==> config.mk <==
export PLATFORM = sky130hd
export DESIGN_NAME = cam_pwr_seq
export DESIGN_NICKNAME = d
export VERILOG_FILES = /design/src/rtl/cam_pwr_pkg.sv /design/src/rtl/cam_pwr_timer.sv /design/src/rtl/cam_pwr_seq.sv
export SDC_FILE = /design/constraint.sdc
export NUM_CORES = 1
export LEC_CHECK = 0
export ABC_AREA = 1
export BUFFER_PORTS_ARGS = -buffer_cell sky130_fd_sc_hd__buf_4
export CAP_MARGIN = 10
export CELL_PAD_IN_SITES_DETAIL_PLACEMENT = 0
export CELL_PAD_IN_SITES_GLOBAL_PLACEMENT = 2
export CORE_UTILIZATION = 35
export DETAILED_ROUTE_END_ITERATION = 8
export MAX_ROUTING_LAYER = met4
export PLACE_DENSITY_LB_ADDON = 0.1
export SLEW_MARGIN = 10
export SYNTH_ARGS = -nofsm -noshare
export SYNTH_HDL_FRONTEND = slang
export SYNTH_HIERARCHICAL = 1
export SYNTH_SLANG_ARGS = --single-unit
export TNS_END_PERCENT = 20
==> constraint.sdc <==
create_clock -name s_axil_aclk -period 2.64 [get_ports s_axil_aclk]
set_input_delay 0.264 -clock s_axil_aclk [delete_from_list [all_inputs] [get_ports s_axil_aclk]]
set_output_delay 0.264 -clock s_axil_aclk [all_outputs]
set_load 0.05 [all_outputs]
==> src/rtl/cam_pwr_pkg.sv <==
// Shared types and default timing for the camera power sequencer.
package cam_pwr_pkg;

  typedef enum logic [2:0] {
    S_OFF    = 3'd0,
    S_PWDN   = 3'd1,
    S_RST    = 3'd2,
    S_SETTLE = 3'd3,
    S_ON     = 3'd4
  } pwr_state_e;

  // Default phase lengths (in clock cycles) used by the ov5640 shell.
  localparam int unsigned OV5640_PWDN_CYC   = 1_000_000;
  localparam int unsigned OV5640_RST_CYC    = 100_000;
  localparam int unsigned OV5640_SETTLE_CYC = 2_000_000;

endpackage

==> src/rtl/cam_pwr_timer.sv <==
// Loadable down-counter that parks at zero and flags it.
module cam_pwr_timer #(
  parameter int CNT_W = 32
) (
  input  logic             clk_i,
  input  logic             rst_ni,
  input  logic             load_i,
  input  logic [CNT_W-1:0] load_val_i,
  input  logic             clear_i,
  output logic             zero_o
);

  logic [CNT_W-1:0] count_q;
  logic [CNT_W-1:0] count_d;

  // Clear beats load; otherwise count down and hold at zero instead of wrapping.
  always_comb begin
    count_d = count_q;
    if (clear_i) begin
      count_d = '0;
    end else if (load_i) begin
      count_d = load_val_i;
    end else if (count_q != '0) begin
      count_d = count_q - CNT_W'(1);
    end
  end

  // Counter register.
  always_ff @(posedge clk_i or negedge rst_ni) begin
    if (!rst_ni) begin
      count_q <= '0;
    end else begin
      count_q <= count_d;
    end
  end

  assign zero_o = (count_q == '0);

endmodule

==> src/rtl/cam_pwr_seq.sv <==
// Camera power-up sequencer: PWDN hold, reset hold, settle, then on.
module cam_pwr_seq
  import cam_pwr_pkg::*;
#(
  parameter int          NUM_CAM    = 1,
  parameter int          CNT_W      = 32,
  parameter int unsigned PWDN_CYC   = OV5640_PWDN_CYC,
  parameter int unsigned RST_CYC    = OV5640_RST_CYC,
  parameter int unsigned SETTLE_CYC = OV5640_SETTLE_CYC,
  parameter int          AUTO_START = 1
) (
  input  logic               s_axil_aclk,
  input  logic               s_axil_arst_n,
  input  logic               seq_start,
  input  logic               seq_pwdn_req,
  input  logic [NUM_CAM-1:0] cam_en,
  output logic [NUM_CAM-1:0] cam_pwdn,
  output logic [NUM_CAM-1:0] cam_rst_n,
  output logic               seq_busy,
  output logic               seq_done
);

  // Cycle parameters are 32-bit, so any CNT_W above 32 holds every legal value.
  localparam logic [63:0] CNT_LIM = (CNT_W >= 33) ? 64'h1_0000_0000 : (64'd1 << CNT_W);

  if (NUM_CAM < 1 || NUM_CAM > 8) begin : g_bad_num_cam
    $error("cam_pwr_seq: NUM_CAM must be 1..8");
  end
  if (CNT_W < 1) begin : g_bad_cnt_w
    $error("cam_pwr_seq: CNT_W must be at least 1");
  end
  if (PWDN_CYC < 1 || 64'(PWDN_CYC) >= CNT_LIM) begin : g_bad_pwdn
    $error("cam_pwr_seq: PWDN_CYC out of range");
  end
  if (RST_CYC < 1 || 64'(RST_CYC) >= CNT_LIM) begin : g_bad_rst
    $error("cam_pwr_seq: RST_CYC out of range");
  end
  if (SETTLE_CYC < 1 || 64'(SETTLE_CYC) >= CNT_LIM) begin : g_bad_settle
    $error("cam_pwr_seq: SETTLE_CYC out of range");
  end
  if (AUTO_START != 0 && AUTO_START != 1) begin : g_bad_auto
    $error("cam_pwr_seq: AUTO_START must be 0 or 1");
  end

  localparam logic [CNT_W-1:0]   PWDN_LOAD   = CNT_W'(PWDN_CYC - 1);
  localparam logic [CNT_W-1:0]   RST_LOAD    = CNT_W'(RST_CYC - 1);
  localparam logic [CNT_W-1:0]   SETTLE_LOAD = CNT_W'(SETTLE_CYC - 1);
  localparam logic [NUM_CAM-1:0] MASK_ALL    = {NUM_CAM{1'b1}};

  pwr_state_e         state_q;
  pwr_state_e         state_d;
  logic [NUM_CAM-1:0] mask_q;
  logic [NUM_CAM-1:0] mask_d;
  logic               auto_q;
  logic               start_req;
  logic [NUM_CAM-1:0] start_en;
  logic               tmr_load;
  logic               tmr_clear;
  logic               tmr_zero;
  logic [CNT_W-1:0]   tmr_val;

  // The auto-start pending flag acts as a start with every channel enabled.
  assign start_req = seq_start | auto_q;
  assign start_en  = auto_q ? MASK_ALL : cam_en;

  cam_pwr_timer #(
    .CNT_W (CNT_W)
  ) u_timer (
    .clk_i      (s_axil_aclk),
    .rst_ni     (s_axil_arst_n),
    .load_i     (tmr_load),
    .load_val_i (tmr_val),
    .clear_i    (tmr_clear),
    .zero_o     (tmr_zero)
  );

  // Next state, timer control and the output decode of state plus mask.
  always_comb begin
    state_d   = state_q;
    mask_d    = mask_q;
    tmr_load  = 1'b0;
    tmr_clear = 1'b0;
    tmr_val   = '0;
    cam_pwdn  = MASK_ALL;
    cam_rst_n = '0;
    seq_busy  = 1'b0;
    seq_done  = 1'b0;

    unique case (state_q)
      S_OFF: begin
        if (start_req && !seq_pwdn_req && (start_en != '0)) begin
          state_d  = S_PWDN;
          mask_d   = start_en;
          tmr_load = 1'b1;
          tmr_val  = PWDN_LOAD;
        end
      end
      S_PWDN: begin
        seq_busy = 1'b1;
        if (tmr_zero) begin
          state_d  = S_RST;
          tmr_load = 1'b1;
          tmr_val  = RST_LOAD;
        end
      end
      S_RST: begin
        seq_busy = 1'b1;
        cam_pwdn = ~mask_q;
        if (tmr_zero) begin
          state_d  = S_SETTLE;
          tmr_load = 1'b1;
          tmr_val  = SETTLE_LOAD;
        end
      end
      S_SETTLE: begin
        seq_busy  = 1'b1;
        cam_pwdn  = ~mask_q;
        cam_rst_n = mask_q;
        if (tmr_zero) begin
          state_d = S_ON;
        end
      end
      S_ON: begin
        seq_done  = 1'b1;
        cam_pwdn  = ~mask_q;
        cam_rst_n = mask_q;
      end
      default: begin
        state_d = S_OFF;
      end
    endcase

    if (seq_pwdn_req && (state_q != S_OFF)) begin
      state_d   = S_OFF;
      mask_d    = '0;
      tmr_load  = 1'b0;
      tmr_clear = 1'b1;
    end
  end

  // State, mask and one-shot auto-start registers.
  always_ff @(posedge s_axil_aclk or negedge s_axil_arst_n) begin
    if (!s_axil_arst_n) begin
      state_q <= S_OFF;
      mask_q  <= '0;
      auto_q  <= (AUTO_START != 0);
    end else begin
      state_q <= state_d;
      mask_q  <= mask_d;
      auto_q  <= 1'b0;
    end
  end

endmodule

**Yosys cells after proc, flatten, opt, wreduce, memory -nomap -nowiden**

Index checks and enable logic that the tools add are counted.

- Output and inout port bits: 4
- Register bits: 37
- Input bits: 5

- Eq/ne operators: 9
- Add/sub/neg operators: 1
- Bitwise logic cells: 2
- Mux-type cells: 26
- Reduce and logical (&&, ||, !) cells: 17

Operators by type and width:

| operator | count |
|---|---|
| $mux 32 | 3 |
| $pmux 21 s3 | 1 |
| $logic_not 32->1 | 1 |
| $reduce_bool 32->1 | 1 |
| $sub 32x1->32 const B | 1 |
| $mux 21 | 1 |
| $mux 20 | 1 |
| $mux 17 | 1 |
| $mux 3 | 5 |
| $pmux 3 s5 | 1 |
| $mux 1 | 12 |
| $ne 3x3->1 const B | 4 |
| $eq 3x2->1 const B | 2 |
| $reduce_bool 3->1 | 2 |
| $reduce_or 3->1 | 2 |
| $reduce_and 5->1 | 1 |
| $reduce_bool 2->1 | 2 |
| $reduce_or 2->1 | 2 |
| $eq 3x1->1 const B | 1 |
| $eq 3x3->1 const B | 1 |
| $logic_and 1x1->1 | 3 |
| $logic_not 3->1 | 1 |
| $ne 2x2->1 const B | 1 |
| $pmux 1 s2 | 1 |
| 4 further kinds | 4 |

**Longest topological paths before layout**

Gate-level depths: netlist of run 1.

- Depth in word-level cells: 8
- Mapped depth: 17
- Depth with buffers taken out: 15

**Modules after synthesis**

Netlist of run 1, hierarchy kept.

By module, submodules not included:

| module | times used | sequential area each (um2) | cells each | area each (um2) |
|---|---|---|---|---|
| cam_pwr_timer | 1 | 800.8 | 374 | 2508.7 |
| cam_pwr_seq | 1 | 126.4 | 63 | 420.4 |

**Worst setup path after synthesis of run 1**

Ideal clock, no wire load.

- Path kind: register to register
- From: register u_timer.count_q[0]
- To: register u_timer.count_q[17]
- Path slack: 0.241 ns
- Arrival time: 2.284 ns
- Clock period less this slack: 2.399 ns
- Required time: 2.526 ns
- Buffers on the path: 2
- Cell stages (with the launch flop): 17
- Cells stage by stage: dfrtp_1 -> inv_1 -> ha_1 -> nand2_1 -> nor2_2 -> buf_4 -> nand3_1 -> nor2_1 -> inv_1 -> nor2_4 -> nor2_1 -> nor2_2 -> inv_2 -> clkbuf_1 -> or2_2 -> nand2_1 -> nor2_2

- Cells in the longest elaborated chain, start to end: 6
- Elaborated cells between the ends (all ways): 12
- Those cells by class: 1 x add/sub; 8 x mux; 3 x reduce/logical

RTL lines:

| what | line | RTL |
|---|---|---|
| from (decl) | cam_pwr_timer.sv:13 | `logic [CNT_W-1:0] count_q;` |
| from (signal assigned) | cam_pwr_timer.sv:33 | `count_q <= count_d;` |
| $logic_not 32->1 (*) | cam_pwr_timer.sv:37 | `assign zero_o = (count_q == '0);` |
| via tmr_zero | cam_pwr_seq.sv:59 | `logic tmr_zero;` |
| $mux 1 (*) | cam_pwr_seq.sv:100, cam_pwr_seq.sv:109 |  |
| $pmux 1 s2 (*) | cam_pwr_seq.sv:89 | `unique case (state_q)` |
| $mux 1 (*) | cam_pwr_seq.sv:133 | `if (seq_pwdn_req && (state_q != S_OFF)) begin` |
| via tmr_load | cam_pwr_seq.sv:57 | `logic tmr_load;` |
| $mux 32 | cam_pwr_timer.sv:21 | `end else if (load_i) begin` |
| $mux 32 | cam_pwr_timer.sv:19 | `if (clear_i) begin` |

Mark *: on every way through the listed nets, which the timed path passes. The rest lies on a longest branch. The select of a mux whose other input is x is not followed.
A chain may end at the register's enable or synchronous reset.

**Final worst setup path of run 1**

- From: register u_timer.count_q[0]
- To: register u_timer.count_q[28]

Same word-level chain as after synthesis.

==> results.json, run 1 <==
{
  "grt_max_degree": 41,
  "ys_top_cells_by_area": "dfrtp_1 31%, nand2_1 14%, nor2_1 11%, nor2_2 6.2%, nand3_1 6.2%",
  "antenna_found_initial": 0,
  "cts-root-buf": "clkbuf_8",
  "synth_xor_area_share_pct": 0.598,
  "num_rows": 33,
  "drt_iter0_markers": 107,
  "ys_types": 32,
  "synth_top_area_cell": "dfrtp_1",
  "critPathMaxFanout": 5,
  "yosysMostFrequentCell": "nand2_1",
  "slew_headroom_pct": 64.9,
  "setup_slack_ns": 0.186,
  "clk_latency_ns": 0.30,
  "drv_cap": 0,
  "synth_edf_count": 0,
  "grt_util_all_layers_pct": 22.1,
  "skew_ns": 0.00545,
  "rsz0062_at_grt": "no",
  "hold_violations": 0,
  "critPathKind": "register to register",
  "grt_first_pass_wirelength_mm": 14.2,
  "yosys-top-cells-count": "109 x nand2_1, 84 x nor2_1, 36 x dfrtp_1, 36 x nand3_1, 29 x nor2_2",
  "synthSimpleGateAreaFrac_pct": 54.1,
  "drive_gt1_share_pct": 26.5,
  "p_clk_share_pct": 12.6,
  "vias": 2814,
  "report.final.slew_viol_count": 0,
  "powerDensity_nw_per_um2": 1270,
  "synth_cells": 437,
  "internal-power_mw": 2.07,
  "ir_drop_mv": 0.396,
  "worstSetupStartpointType": "register",
  "finalSetupViolCount": 0,
  "wl_per_cell_um": 14.9,
  "syn_avg_cell_area_um2": 6.70,
  "ys_seq_elements": 37,
  "crit_required_ns": 2.87,
  "die_area_um2": 8740,
  "routabilityCongestion": 0.844,
  "p_comb_share_pct": 62.0,
  "grt_pass1_vias": 2717,
  "cts_sinks": 37,
  "path_clk_slew_ns": 0.09,
  "arrival_ns": 2.69,
  "synthArstFlopShare_pct": 100,
  "switchingPower_mw": 2.28,
  "clk_path_buf_depth": 2,
  "tns_ns": 0,
  "pre_cts_ws_ns": 0.0403,
  "yosys.area.top_type_share_pct": 30.8,
  "min_period_ns": 2.45,
  "drc_errors": 0,
  "yosys_warnings": 6,
  "via_per_inst": 4.79,
  "swShare_pct": 52.5,
  "final_antenna_net_count": 0,
  "synth_area_um2": 2930,
  "overflow": 0,
  "max_freq_mhz": 407,
  "area_growth_pct": 17.3,
  "nFillCells": 910,
  "core-area_um2": 8180,
  "synth.mux.area_fraction_pct": 0,
  "die_y_um": 93.5,
  "synth_fa_ha_area_share_pct": 0.427,
  "antennaDiodeCount": 0,
  "fin_nets": 488,
  "worst_pin_slew_ns": 0.526,
  "synth_top_family_by_area": "simple AND/OR/NAND/NOR gates",
  "hpwlAfterDp_mm": 6.55,
  "yosys_most_used_dff": "dfrtp_1",
  "p_seq_share_pct": 25.4,
  "hp-class": "input port to register",
  "port-buffer-count": 8,
  "wl_mm": 8.76,
  "seq_area_frac_synth_pct": 31.7,
  "status": "completed",
  "synth-compound-area-share_pct": 6.19,
  "cts_tree": "built",
  "htree_levels": 2,
  "cts_made_buffers": 5,
  "cp-end-kind": "register",
  "period_share_pct": 93.0,
  "io_pins": 9,
  "first_pass_iters": 4,
  "p_leak_nw": 1.73,
  "die_w_um": 93.5,
  "initial_utilization_pct": 35.8
}
## logic make-up (layout without fill, tap and decap cells)
group / Yosys count / after routing
DFF: 37 / 37
other: 1 / 16
xor gates and xnor gates: 2 / 2
and+or+nand+nor: 320 / 321
adders and majority gates: 1 / 1
buffers and inverters: 41 / 71
AOI/OAI and AO/OA: 35 / 35
## through the flow
| stage | instance area [µm²] | cells | util [%] | hold WS, ns | power (mW) |
|---|---|---|---|---|---|
| 2_1_floorplan | 2990 | 452 | - | -0.0316 | 3.03 |
| 3_3_place_gp | 3240 | 573 | 39.6 | 0.287 | 3.78 |
| 3_5_place_dp | 3240 | 573 | 39.6 | 0.281 | 3.77 |
| 4_1_cts | 3370 | 582 | 41.2 | 0.273 | 4.33 |
| 5_1_grt | 3440 | 588 | 42.0 | 0.298 | 4.77 |
| 6_report | 3440 | 588 | 42.0 | 0.272 | 4.35 |
## final cells by class
| type | count | area, µm² | area share, % |
|---|---|---|---|
| multi-input cells | 375 | 1880 | 54.7 |
| flip-flops and latches | 37 | 927 | 27.0 |
| repair buffers | 32 | 243 | 7.06 |
| inverters | 31 | 135 | 3.93 |
| well taps | 105 | 131 | 3.82 |
| clock buffers | 6 | 82.6 | 2.40 |
| clock inverters | 2 | 37.5 | 1.09 |
## path summary, 6_finish.rpt
path	endpoint	slack, ns	cells after the start	from
worst max register to register	u_timer/count_q[28]	0.19	15	u_timer/count_q[0]
worst max-delay path	u_timer/count_q[28]	0.19	15	u_timer/count_q[0]
worst min register to register	u_timer/count_q[0]	0.55	3	u_timer/count_q[0]
max in group asynchronous	auto_q	1.78	2	s_axil_arst_n
min in group asynchronous	u_timer/count_q[12]	0.47	2	s_axil_arst_n
worst min-delay path	state_q[2]	0.27	4	seq_pwdn_req
## metal layers
| layer | wire (µm) | vias to the layer above | share of wire [%] | global-route usage, % |
|---|---|---|---|---|
| li1 | - | 1460 | - | - |
| met1 | 4180 | 1303 | 48 | 28.6 |
| met2 | 4150 | 40 | 47 | 35.5 |
| met3 | 271 | 11 | 3.1 | 3.90 |
| met4 | 157 | 0 | 1.8 | 5.90 |
| met5 | 0 | - | 0 | - |
## cells in the final DEF (no fill, tap or decap)
cell | Yosys | routed
nand2_1 | 109 | 109
nor2_1 | 84 | 81
nand3_1 | 36 | 36
dfrtp_1 | 36 | 36
nor2_2 | 29 | 31
buf_4 | 2 | 31
inv_1 | 25 | 25
conb_1 | 1 | 16
or2_2 | 16 | 16
o21ai_0 | 15 | 15
nand3_2 | 13 | 14
a21oi_1 | 12 | 12
nand2_2 | 9 | 9
nor2_4 | 7 | 8
nor3_1 | 7 | 7
clkbuf_8 | 0 | 6
o21ai_1 | 6 | 6
nand3b_1 | 5 | 5
inv_2 | 5 | 4
nand4_1 | 2 | 2
xor2_1 | 2 | 2
nand2_4 | 1 | 1
dfstp_2 | 1 | 1
bufinv_16 | 0 | 1
clkinvlp_4 | 0 | 1
dlygate4sd3_1 | 0 | 1
nand3_4 | 1 | 1
bufinv_8 | 1 | 1
nand2_8 | 1 | 1
inv_6 | 0 | 1
a21oi_2 | 1 | 1
o211ai_1 | 1 | 1
ha_1 | 1 | 1
## critical path, stage by stage (launching register included)
cell     delay [ns]
dfrtp_1        0.38
inv_1          0.10
ha_1           0.19
nand2_1        0.09
nor2_2         0.17
nand3_1        0.15
nor2_2         0.15
inv_1          0.09
nor2_4         0.13
nor2_1         0.08
nor2_4         0.20
nor2_2         0.12
nand3_4        0.16
buf_4          0.19
nand3_2        0.06
nor2_1         0.11
## what timing repair did
action | CTS | global route
buffers inserted | 0 | 5
resized for setup | 0 | 7
hold buffers | 1 | 0
endpoints found under the setup margin | 0 | 31
hold endpoints to repair | 36 | 0
## flip-flops by register name (all words and copies together) (netlist names)
signal           count
u_timer/count_q     32
mask_q               1
state_q              3
auto_q               1
## power groups by stage
stage	Sequential (mW)	Combinational (mW)	Clock, mW
after floorplan	1.02	2.01	0
after global placement	1.11	2.67	0
after detailed placement	1.11	2.66	0
after CTS	1.10	2.67	0.559
after global routing	1.13	3.06	0.581
final	1.11	2.70	0.546
Power figures use the tool's default switching activity.
==> run 2: changes to the inputs <==
CAP_MARGIN = 30   (was 10)
PLACE_DENSITY = 0.8   (was default)
PLACE_DENSITY_LB_ADDON = default   (was 0.1)
SETUP_SLACK_MARGIN = 0.2   (was default)
==> results.json, run 2 (same netlist as run 1, synthesis figures left out) <==
{
  "grt_first_pass_wirelength_mm": 14.0,
  "report.final.slew_viol_count": 0,
  "path_clk_slew_ns": 0.08,
  "final_antenna_net_count": 0,
  "hp-class": "input port to register",
  "grt_pass1_vias": 2707,
  "layout_common_cells": "109 x nand2_1, 81 x nor2_1, 35 x nand3_1, 35 x dfrtp_1",
  "max_freq_mhz": 436,
  "drt_iter0_markers": 120,
  "critPathMaxFanout": 24,
  "grt_max_degree": 38,
  "die_area_um2": 8740,
  "powerDensity_nw_per_um2": 1230,
  "slew_headroom_pct": 63.7,
  "via_per_inst": 4.75,
  "p_seq_share_pct": 25.9,
  "core-area_um2": 8180,
  "antennaDiodeCount": 0,
  "cts_tree": "built",
  "fin_nets": 488,
  "tns_ns": 0,
  "vias": 2791,
  "ir_drop_mv": 0.505,
  "status": "completed",
  "layout_commonest_cell": "nand2_1",
  "setup_slack_ns": 0.348,
  "clk_latency_ns": 0.30,
  "routabilityCongestion": 0.834,
  "p_leak_nw": 1.74,
  "wl_mm": 8.66,
  "largest_register": "u_timer/count_q",
  "critPathKind": "register to register",
  "reg_top3": "u_timer/count_q (32), state_q (3)",
  "p_clk_share_pct": 9.5,
  "slowest_delay_ns": 0.46,
  "critPathSlowestCell": "dfrtp_2",
  "initial_utilization_pct": 35.8,
  "skew_ns": 0.00996,
  "crit_required_ns": 2.84,
  "die_y_um": 93.5,
  "arrival_ns": 2.49,
  "cts_made_buffers": 5,
  "io_pins": 9,
  "path_buf_inv": 2,
  "power_mw": 4.25,
  "cp-end-kind": "register",
  "crit_family": "simple AND/OR/NAND/NOR gates",
  "overflow": 0,
  "cts_sinks": 37,
  "drv_cap": 0,
  "nFillCells": 871,
  "swShare_pct": 53.4,
  "antenna_found_initial": 0,
  "first_pass_iters": 4,
  "rsz0062_at_grt": "no",
  "largest_register_ff_count": 32,
  "hold_violations": 0,
  "grt_util_all_layers_pct": 22.2,
  "wl_per_cell_um": 14.7,
  "die_w_um": 93.5,
  "internal-power_mw": 1.98,
  "htree_levels": 2,
  "switchingPower_mw": 2.27,
  "drc_errors": 0,
  "finalSetupViolCount": 0,
  "pre_cts_ws_ns": 0.00179,
  "period_share_pct": 86.8,
  "p_comb_share_pct": 64.6,
  "worstSetupStartpointType": "register",
  "min_period_ns": 2.29,
  "num_rows": 33,
  "cp_common_cell": "nor2_4",
  "stdcell_area_um2": 3450,
  "clk_path_buf_depth": 2,
  "cts-root-buf": "clkbuf_8",
  "crit_path_cell_trace": "nor2_2 > nand2_2 > nor2_4 > nand3_2 > nor2_4 > inv_1 > nor2_4 > nor2_1 > nor2_4 > bufinv_16 > or2_2 > nand3_1 > nor2_1",
  "worst_pin_slew_ns": 0.544,
  "port-buffer-count": 8,
  "area_growth_pct": 17.9,
  "finalCoreUtilization_pct": 42.3,
  "place_area_um2": 3230,
  "hpwlAfterDp_mm": 6.27,
  "drive_gt1_share_pct": 27.3
}
-- run 2: cell types whose count changed in the layout (fill, tap and decap cells not counted), sizes merged --
| cell | previous run | this run |
|---|---|---|
| clkinv | 0 | 2 |
| clkinvlp | 1 | 0 |
| nand3 | 51 | 50 |
-- run 2: area by class of cell --
cell class                 instances  area, µm²  area share, %
tap                              105        131           3.80
timing repair inverter             1       8.76          0.254
clock inverter                     2       10.0          0.290
clock buffer                       6       72.6           2.10
sequential                        37        928           26.9
timing repair buffer              32        255           7.39
multi-input combinational        374       1890           54.8
inverter                          31        156           4.53
-- run 2: metrics by stage --
step / hold WS, ns / cells
floorplan: -0.0316 / 452
global placement: 0.288 / 572
detailed placement: 0.283 / 572
CTS: 0.267 / 587
global route: 0.297 / 588
finish: 0.281 / 588
-- run 2: timing repair --
action                     in CTS  in global routing
hold endpoints to repair       36                  0
hold buffers                    1                  0
gates resized for setup         6                 10
setup buffers                   5                  1
pin swaps                       2                  4
cloned                          1                  0
setup endpoints to repair      31                 32
-- run 2: power groups by stage --
stage	registers [mW]	logic (mW)	clock network (mW)
5_1_grt	1.14	3.10	0.438
6_report	1.10	2.75	0.404
4_1_cts	1.09	2.72	0.423
3_3_place_gp	1.10	2.64	0
2_1_floorplan	1.02	2.01	0
3_5_place_dp	1.10	2.64	0
-- run 2: path summary, 6_finish.rpt --
path,depth (start not counted),to,slack (ns),from
min in group asynchronous,2,u_timer/count_q[30],0.49,s_axil_arst_n
hold / removal,4,state_q[2],0.28,seq_pwdn_req
setup reg to reg,13,u_timer/count_q[25],0.35,u_timer/count_q[14]
hold reg to reg,2,mask_q,0.55,mask_q
max in group asynchronous,2,u_timer/count_q[14],1.76,s_axil_arst_n
setup / recovery,13,u_timer/count_q[25],0.35,u_timer/count_q[14]
-- run 2: layer usage --
metal	vias to the layer above	part of all wire [%]	global-route usage, %
met5	-	0	-
met1	1283	49	29.2
li1	1460	-	-
met4	0	1.2	6.79
met3	10	2.4	2.60
met2	38	48	35.8
-- run 2: worst min-delay path: stages --
cell     delay (ns)
buf_4          0.11
nor2_1         0.05
nand3_1        0.07
nand2_1        0.04
==> run 3: changes to the inputs <==
ABC_CLOCK_PERIOD_IN_PS = 2640   (was default)
RECOVER_POWER = 100   (was default)
==> results.json, run 3 (same netlist as run 1, synthesis figures left out) <==
{
  "grt_pass1_vias": 2707,
  "die_area_um2": 8740,
  "report.final.slew_viol_count": 0,
  "regToRegSetupSlack_ns": 0.28,
  "cts_tree": "built",
  "holdCritStartpoint": "seq_pwdn_req",
  "rsz0062_at_grt": "no",
  "finalCoreUtilization_pct": 41.1,
  "die_y_um": 93.5,
  "routabilityCongestion": 0.834,
  "powerDensity_nw_per_um2": 1240,
  "clk_latency_ns": 0.30,
  "finalSetupViolCount": 0,
  "slew_headroom_pct": 29.9,
  "wl_mm": 8.69,
  "path_clk_slew_ns": 0.08,
  "min_to": "state_q[2]",
  "cts_made_buffers": 5,
  "r2r_cells": 13,
  "die_w_um": 93.5,
  "io_pins": 9,
  "clk_path_buf_depth": 2,
  "overflow": 0,
  "cts-root-buf": "clkbuf_8",
  "antenna_found_initial": 0,
  "cts_sinks": 37,
  "pre_cts_ws_ns": 0.00179,
  "hpwlAfterDp_mm": 6.27,
  "largest_register": "u_timer/count_q",
  "nFillCells": 889,
  "first_pass_iters": 4,
  "initial_utilization_pct": 35.8,
  "largest_register_ff_count": 32,
  "grtUsageMet3_pct": 2.60,
  "status": "completed",
  "busiest_layer": "met2",
  "worstSetupStartpointType": "register",
  "cp-end-kind": "register",
  "p_leak_nw": 1.67,
  "antennaDiodeCount": 0,
  "vias": 2830,
  "port-buffer-count": 8,
  "grt_max_degree": 38,
  "fin_nets": 488,
  "layout_commonest_cell": "nand2_1",
  "core-area_um2": 8180,
  "hp-class": "input port to register",
  "critPathMaxFanout": 24,
  "drive_gt1_share_pct": 23.2,
  "arrival_ns": 2.56,
  "min_period_ns": 2.36,
  "tns_ns": 0,
  "reg_top3": "u_timer/count_q (32), state_q (3)",
  "grtUsageMet1_pct": 29.2,
  "layout_common_cells": "110 x nand2_1, 85 x nor2_1, 45 x nand3_1, 36 x dfrtp_1, 27 x nor2_2",
  "max_freq_mhz": 423,
  "wl_per_cell_um": 14.8,
  "setup_slack_ns": 0.276,
  "via_per_inst": 4.81,
  "hold_violations": 0,
  "area_growth_pct": 14.7,
  "whs_path_depth": 4,
  "r2r_start": "u_timer/count_q[14]",
  "num_rows": 33,
  "crit_required_ns": 2.84,
  "grt.met2_usage_pct": 35.8,
  "grt_util_all_layers_pct": 22.2,
  "grt_first_pass_wirelength_mm": 14.0,
  "regToRegEndpoint": "u_timer/count_q[22]",
  "final_antenna_net_count": 0,
  "worst_pin_slew_ns": 1.05,
  "drv_cap": 0,
  "skew_ns": 0.00988,
  "critPathKind": "register to register",
  "drc_errors": 0,
  "period_share_pct": 89.6,
  "ir_drop_mv": 0.465,
  "htree_levels": 2,
  "drt_iter0_markers": 131
}
[run 3: cell count changes in the layout (fill, tap and decap cells not counted), sizes merged]
cell,previous run,this run
buf,31,26
clkbuf,6,11
[run 3: area by class of cell]
| cell class | count | area, µm² | area share, % |
|---|---|---|---|
| clock inverter | 2 | 10.0 | 0.298 |
| timing repair buffer | 32 | 238 | 7.08 |
| sequential | 37 | 927 | 27.6 |
| inverter | 31 | 156 | 4.66 |
| multi-input combinational | 374 | 1820 | 54.0 |
| clock buffer | 6 | 72.6 | 2.16 |
| timing repair inverter | 1 | 8.76 | 0.261 |
| tap | 105 | 131 | 3.91 |
[run 3: where the power goes]
group	internal [mW]	switching [mW]
combinational	0.945	1.73
clock	0.183	0.220
sequential	0.808	0.285
total	1.94	2.23
[run 3: what timing repair did]
action | CTS | global route
endpoints found under the setup margin | 31 | 32
setup buffers | 5 | 1
hold buffers | 1 | 0
hold endpoints to repair | 36 | 0
cloned | 1 | 0
resized for setup | 6 | 10
pin swaps | 2 | 4
[run 3: how the worst max path moves through the flow]
stage	from	to	slack [ns]	depth (start not counted)
2_1_floorplan	u_timer/count_q[0]	u_timer/count_q[17]	0.24	16
3_3_place_gp	u_timer/count_q[0]	u_timer/count_q[25]	0.1	14
3_5_place_dp	u_timer/count_q[0]	u_timer/count_q[25]	0.002	14
4_1_cts	u_timer/count_q[0]	u_timer/count_q[25]	0.24	14
5_1_grt	u_timer/count_q[14]	u_timer/count_q[22]	0.12	13
6_report	u_timer/count_q[14]	u_timer/count_q[22]	0.28	13
[run 3: stage by stage]
stage | power (mW) | cells | area (µm²) | hold slack (ns)
2_1_floorplan | 3.03 | 452 | 2990 | -0.0316
3_3_place_gp | 3.74 | 572 | 3230 | 0.288
3_5_place_dp | 3.74 | 572 | 3230 | 0.283
4_1_cts | 4.23 | 587 | 3420 | 0.267
5_1_grt | 4.60 | 588 | 3360 | 0.297
6_report | 4.17 | 588 | 3360 | 0.283
[run 3: layer usage]
layer,share of wire [%],wire (µm),up-vias
met1,49,4240,1313
met3,2.2,194,10
met5,0,0,-
li1,-,-,1458
met2,48,4150,49
met4,1.2,106,0
[run 3: critical path, stage by stage (launching register included)]
cell and delay [ns]:
dfrtp_1 0.46, nor2_1 0.17, nand2_1 0.12, nor2_4 0.16, nand3_2 0.12, nor2_4 0.13, inv_1 0.09, nor2_4 0.12
nor2_1 0.08, nor2_4 0.14, bufinv_16 0.23, or2_2 0.28, nand3_1 0.10, nor2_1 0.04
